<file path="config.mk">
export PLATFORM = sky130hd
export DESIGN_NAME = coefficient_encoder
export DESIGN_NICKNAME = d
export VERILOG_FILES = /design/src/rtl/coefficient_encoder.sv
export SDC_FILE = /design/constraint.sdc
export NUM_CORES = 1
export LEC_CHECK = 0
export ABC_CLOCK_PERIOD_IN_PS = 1150
export CAP_MARGIN = 20
export CORE_MARGIN = 3
export CORE_UTILIZATION = 48
export DETAILED_ROUTE_END_ITERATION = 8
export PLACE_DENSITY = 0.71
export SLEW_MARGIN = 15
export SYNTH_ARGS = -nofsm -noshare
export SYNTH_HDL_FRONTEND = slang
export SYNTH_SLANG_ARGS = --single-unit
</file>
<file path="constraint.sdc">
create_clock -name clock -period 1.15 [get_ports clock]
set_input_delay 0.1725 -clock clock [delete_from_list [all_inputs] [get_ports clock]]
set_output_delay 0.1725 -clock clock [all_outputs]
set_load 0.005 [all_outputs]
</file>
<file path="src/rtl/coefficient_encoder.sv">
// JPEG magnitude-category encoder: one coefficient in, (code bits, SSSS) out
// one cycle later. Fully pipelined, no backpressure.
module coefficient_encoder (
    input  logic        clock,
    input  logic        reset_n,
    input  logic [15:0] coefficient,
    input  logic        in_valid,
    output logic [15:0] coded_value,
    output logic [3:0]  coded_value_length,
    output logic        out_valid
);

    logic        neg;
    logic [15:0] sat;
    logic [15:0] mag;
    logic [3:0]  ssss;
    logic [15:0] mask;
    logic [15:0] code;

    always_comb begin
        neg = coefficient[15];
        // -32768 has no positive magnitude in 16 bits; clamp to -32767
        sat = (coefficient == 16'h8000) ? 16'h8001 : coefficient;
        mag = neg ? (16'd0 - sat) : sat;
        ssss = 4'd0;
        for (int i = 0; i < 15; i++) begin
            if (mag[i]) ssss = 4'(i + 1);
        end
        mask = (16'd1 << ssss) - 16'd1;
        code = (neg ? (sat - 16'd1) : sat) & mask;
    end

    always_ff @(posedge clock or negedge reset_n) begin
        if (!reset_n) begin
            coded_value        <= 16'd0;
            coded_value_length <= 4'd0;
            out_valid          <= 1'b0;
        end else begin
            out_valid <= in_valid;
            if (in_valid) begin
                coded_value        <= code;
                coded_value_length <= ssss;
            end
        end
    end

endmodule

</file>
==> metrics, run 1 <==
wire per inst about 18 um; final setup fails 19; Post-synth EDFFs 0; CP arrival 3.63 ns; post-synth net total between 300 and 400; Initial Util 51.1%; Leakage Power 1.68 nW; Post-synth top cells nand2_1, nor2_1, dfrtp_1; antenna violations before repair 0; post-synthesis sequential area ratio 23.0%; failing checks setup timing; I/O pin count 40; Final period util 303%; DRT iter0 DRCs around 300; Critical Path Start Type input pin; Vias roughly 3000; total wire length ~8500 um; GRT Residual Overflow 0; top cells by area, synth dfrtp_1, nand2_1, nor2_1; H-tree Lvls 1; Netlist cell types 72; GRT Total Usage 30.2%; final hold slack ~0.25 ns; Non-Filler Instances 474; Worst Hold Class in2async; Diodes inserted 0; max incr delay on CP 0.48 ns; Root Driver clkbuf_8; reg2reg start coded_value[4]$_DFFE_PN0P_; count leader, synth nand2_1; number of max-cap violations 0; Yosys top cell area share 23.0%; Yosys warning count 0; final slew viol count 0; Final min period 3.48 ns; area of the core 4470 um^2; Design Power 2.49 mW; Async S/R FF share, synth 100%; #FFs+latches synth 21; synthesized area 2280 um^2; die width 75.0 um; highest clock rate roughly 0.29 GHz; CP Class in2reg; first-pass GRT wire length 13100 um; Slew @ Worst Pin about 0.45 ns; die extent in y 75.0 um; CP Max Fanout 6; Area growth, synth to finish 64.0%; Relative slew margins 69.7%; fillers 268; nature of the critical path endpoint register; CP max stage cell or4b_4; Crit path max-delay family simple AND/OR/NAND/NOR gates; full die area 5620 um^2; largest net degree at the start of global routing 45; clk sink count 21; CTS tree yes; Post-Place Cells 445; CP startpoint coefficient[15]; Setup WS post-layout -2.33 ns; WP data required 1.30 ns; Mapped Avg Cell Area ~7.6 um^2; cts bufs inserted 3; Skew-Pair Late Insertion Delay 0.26 ns; Rows 24; layout cells sized above 1 between 40 and 50%; Final Hold Fails 0; worst path bufs/invs 2; DRT antenna net count 0; area leader, netlist dfrtp_1; First-pass DRT Iterations 5; Setup Skew 0 ns; clock buffer depth 2; Worst-path clk slew 0.07 ns; Via density between 6 and 7; DP Wirelength 5830 um; Residual DRC 0; nets 444; RSZ-0062 raised after global routing true; # port buffers 39; power density over the cells 664 nW/um^2; CP Cell Sequence buf_6, nor4b_4, and4_1, nor2_2, ha_2, or4b_4, or4_1, o21ai_1, a2bb2oi_1, a311o_2, a21oi_4, and3_4, nand2_4, ha_4, buf_4, o21ai_4, nor3_1, a211o_1; Main synth FF type dfrtp_1; # hold bufs at CTS 0; peak supply drop 0.567 mV; RD Place Congestion 0.974; vias in the first global route approximately 2700; status finished, violations left; Syn Inst Count 299
## state kept, by name, indices dropped and copies added (netlist names)
name,count
coded_value_length,4
out_valid,1
coded_value,16
## final timing paths
path	to	slack (ns)	cells past startpoint
hold / removal	out_valid$_DFF_PN0_	0.25	2
max in group asynchronous	coded_value_length[2]$_DFFE_PN0P_	0.69	2
min in group clock	coded_value[3]$_DFFE_PN0P_	0.48	5
setup / recovery	coded_value[14]$_DFFE_PN0P_	-2.33	18
hold reg to reg	coded_value[14]$_DFFE_PN0P_	0.49	1
setup reg to reg	coded_value[4]$_DFFE_PN0P_	0.01	3
## power breakdown
| part | internal [mW] | switching, mW | total (mW) |
|---|---|---|---|
| logic | 0.584 | 0.577 | 1.16 |
| clock network | 0.247 | 0.229 | 0.476 |
| registers | 0.811 | 0.0389 | 0.850 |
| total | 1.64 | 0.844 | 2.49 |
## worst reg2reg max path: cells and delay by family, from the launching register on
kind	cells	cell delay (ns)
compound gates	1	0.21
buf+inv	1	0.13
flops	1	0.38
simple gates	1	0.30
## cells by family after synthesis
kind of cell	count (synthesis)	share of synthesized area, %
multiplexers	8	3.72
XOR/XNOR	21	8.05
adder cells (fa/ha/maj)	2	1.10
AO/OA/AOI/OAI	70	23.6
flip-flops	21	23.0
buffers and inverters	33	6.30
AND/OR/NAND/NOR	144	34.2
## routing by layer
layer | vias to the layer above | wire length [um] | global-route usage [%]
li1 | 1358 | - | -
met2 | 143 | 4070 | 49.8
met1 | 1463 | 3610 | 39.7
met4 | 0 | 180 | 8.89
met5 | - | 0 | 0
met3 | 24 | 651 | 6.28
## cell type report
cell class                      count  area (um^2)  area share (%)
Tap cell                           52         65.1            1.74
Timing Repair Buffer              145         1140            30.4
Multi-Input combinational cell    245         1950            51.9
Clock buffer                        4         45.0            1.20
Sequential cell                    21          526            14.0
Inverter                            7         26.3           0.701
## cells in the final DEF, fill, tap and decap left out, types with 3 or more instances in the layout
| cell type | Yosys | routed |
|---|---|---|
| a211oi_2 | 0 | 3 |
| mux2i_1 | 4 | 3 |
| buf_4 | 0 | 97 |
| or2_2 | 4 | 3 |
| nor2b_1 | 4 | 4 |
| nand2_1 | 33 | 30 |
| o21ai_0 | 14 | 10 |
| and2_1 | 4 | 4 |
| o21ai_1 | 1 | 3 |
| xor2_1 | 10 | 10 |
| a21oi_1 | 8 | 6 |
| mux2_4 | 0 | 3 |
| inv_1 | 6 | 6 |
| xnor2_1 | 11 | 9 |
| clkbuf_8 | 0 | 3 |
| and3_1 | 6 | 6 |
| nor2_1 | 26 | 24 |
| dfrtp_1 | 21 | 21 |
| a31oi_1 | 4 | 3 |
| or3_1 | 8 | 7 |
| nor3_1 | 14 | 9 |
| dlygate4sd2_1 | 0 | 22 |
| nor3_4 | 0 | 4 |
| nand4_1 | 6 | 6 |
| buf_6 | 2 | 7 |
| buf_2 | 3 | 14 |
| nand3_1 | 12 | 11 |
## timing repair
action | in CTS | in global routing
gates resized for setup | 107 | 19
buffers inserted | 24 | 4
endpoints found under the hold margin | 0 | 0
pin swaps | 26 | 16
setup endpoints to repair | 40 | 19
## per-stage QoR
stage	cell area, um^2	TNS (ns)	worst slack [ns]	utilization, %
after floorplan	2470	-41.24	-2.88	-
after global placement	3390	-47.51	-2.86	75.9
after detailed placement	3390	-48.64	-2.98	75.9
after CTS	3640	-36.69	-2.34	81.3
after global routing	3750	-39.92	-2.44	83.8
final	3750	-38.17	-2.33	83.8
Power figures use the tool's default switching activity.
==> inputs of run 2 (changes only) <==
--- a/config.mk
+++ b/config.mk
@@ -8,9 +8,9 @@
 export ABC_CLOCK_PERIOD_IN_PS = 1150
 export CAP_MARGIN = 20
 export CORE_MARGIN = 3
-export CORE_UTILIZATION = 48
+export CORE_UTILIZATION = 51
 export DETAILED_ROUTE_END_ITERATION = 8
-export PLACE_DENSITY = 0.71
+export PLACE_DENSITY = 0.75
 export SLEW_MARGIN = 15
 export SYNTH_ARGS = -nofsm -noshare
 export SYNTH_HDL_FRONTEND = slang
==> metrics, run 2 (synthesis results as in run 1) <==
status finished, violations left; failing checks setup timing; total wire length 12000 um (+41%); layout cells sized above 1 47.6% (+3.2 points); Setup WS post-layout -2.68 ns (-0.348 ns); CP Class in2reg; GRT Residual Overflow 0 (unchanged); max FFs per register 16 (unchanged); nets 451 (+1.6%); Relative slew margins 63.5% (-6.2 points); DRT antenna net count 0 (unchanged); final slew viol count 0 (unchanged); CP Max Fanout 4 (-2); multi-input logic area 2040 um^2 (+4.8%); DRT iter0 DRCs 466 (+56%); Root Driver clkbuf_8; Area growth, synth to finish 73.6%; Leakage Power 1.76 nW (+5.2%); Worst-path clk slew 0.08 ns (about the same); Vias 3345 (+12%); antenna violations before repair 0 (unchanged); final setup fails 19 (unchanged); fillers 115 (-57%); Final min period 3.83 ns (+0.348 ns); final hold slack 0.246 ns (-0.00467 ns); Residual DRC 0 (unchanged); vias in the first global route 3015 (+10%); Initial Util 54.8% (+3.7 points); peak supply drop 0.709 mV (+25%); power density over the cells 678 nW/um^2 (+2.1%); Rows 23 (-4.2%); largest net degree at the start of global routing 45 (unchanged); Critical Path Start Type input pin; clk sink count 21 (unchanged); FF+latch area 526 um^2 (unchanged); WP data required 1.29 ns (about the same); die extent in y 72.9 um (-2.7%); DP Wirelength 5670 um (-2.7%); GRT Total Usage 37.2% (+7.0 points); Design Power 2.69 mW (+8.1%); area of the core 4170 um^2 (-6.7%); full die area 5320 um^2 (-5.4%); RSZ-0062 raised after global routing true; highest clock rate 0.261 GHz (-9.1%); CP arrival 3.97 ns (+0.34 ns); setup slack after placement -3.00 ns (-0.0214 ns); Largest Register coded_value; clock buffer depth 2 (unchanged); # hold bufs at CTS 0 (unchanged); Regs by FF count coded_value x16, coded_value_length x4, out_valid x1; Slew @ Worst Pin 0.542 ns (+0.0919 ns); First-pass DRT Iterations 6 (+1); die width 72.9 um (-2.7%); Final Util 95.1% (+11 points); RD Place Congestion 0.913 (-6.2%); most frequent cells in the layout buf_4, nand2_1, nor2_1; CTS tree yes; Skew-Pair Late Insertion Delay 0.27 ns (about the same); H-tree Lvls 1 (unchanged); commonest non-fill, non-tap cell in the layout buf_4; nature of the critical path endpoint register; Worst Hold Class in2async; I/O pin count 40 (unchanged); Final Hold Fails 0 (unchanged); Via density 6.98 (+11%); cts bufs inserted 3 (unchanged); first-pass GRT wire length 15200 um (+17%); number of max-cap violations 0 (unchanged); wire per inst 25.1 um (+39%); Final period util 333% (+30 points); # port buffers 39 (unchanged); Setup Skew 0 ns (unchanged); Diodes inserted 0 (unchanged)
-- run 2: area by class of cell --
type	instances	share of cell area (%)
inverter	7	0.726
clock buffer	4	1.14
tap	50	1.58
multi-input combinational	245	51.4
sequential	21	13.2
timing repair buffer	152	31.9
-- run 2: path summary, 6_finish.rpt --
path / end / slack (ns) / start / cells after the start
worst min-delay path: coded_value[8]$_DFFE_PN0P_ / 0.25 / reset_n / 2
worst max register to register: coded_value[4]$_DFFE_PN0P_ / -0.12 / coded_value[4]$_DFFE_PN0P_ / 3
worst min register to register: coded_value[12]$_DFFE_PN0P_ / 0.50 / coded_value[12]$_DFFE_PN0P_ / 1
worst max-delay path: coded_value[4]$_DFFE_PN0P_ / -2.68 / coefficient[15] / 20
max in group asynchronous: coded_value[6]$_DFFE_PN0P_ / 0.68 / reset_n / 2
min in group clock: coded_value[3]$_DFFE_PN0P_ / 0.46 / coefficient[3] / 5
-- run 2: report_power, final --
part / switching (mW) / total, mW / internal (mW)
Clock: 0.265 / 0.513 / 0.248
Combinational: 0.691 / 1.31 / 0.618
Sequential: 0.0550 / 0.866 / 0.811
Total: 1.01 / 2.69 / 1.68
-- run 2: metrics by stage --
stage	std cells	TNS (ns)	instance area (um^2)
after floorplan	299	-41.24	2470
after global placement	443	-47.04	3390
after detailed placement	443	-49.17	3390
after CTS	467	-37.08	3730
after global routing	479	-43.99	3970
final	479	-41.77	3970
-- run 2: repair_timing --
action	4_1_cts	5_1_grt
pin swaps	31	29
endpoints found under the setup margin	40	20
buffers inserted	21	15
gates resized for setup	125	37
-- run 2: critical path: stages --
cell and delay, ns:
buf_6 0.09, nor4b_4 0.13, and4_1 0.22, nor2_2 0.15, ha_2 0.20, or4b_4 0.51
buf_12 0.16, nor3_4 0.19, buf_6 0.15, nand3_4 0.08, a211oi_4 0.31, buf_6 0.15
o2bb2ai_4 0.07, nor3_4 0.20, nand4_1 0.25, ha_4 0.29, buf_6 0.14, inv_4 0.07
nor3_1 0.07, or3_1 0.34
-- run 2: routing by layer --
layer  GRT usage (%)  routed length [um]  vias to the layer above
li1                -                   -                     1362
met1            45.6                4140                     1531
met2            62.4                5500                      320
met3            7.16                1390                      132
met4            17.4                 977                        0
met5               0                   0                        -
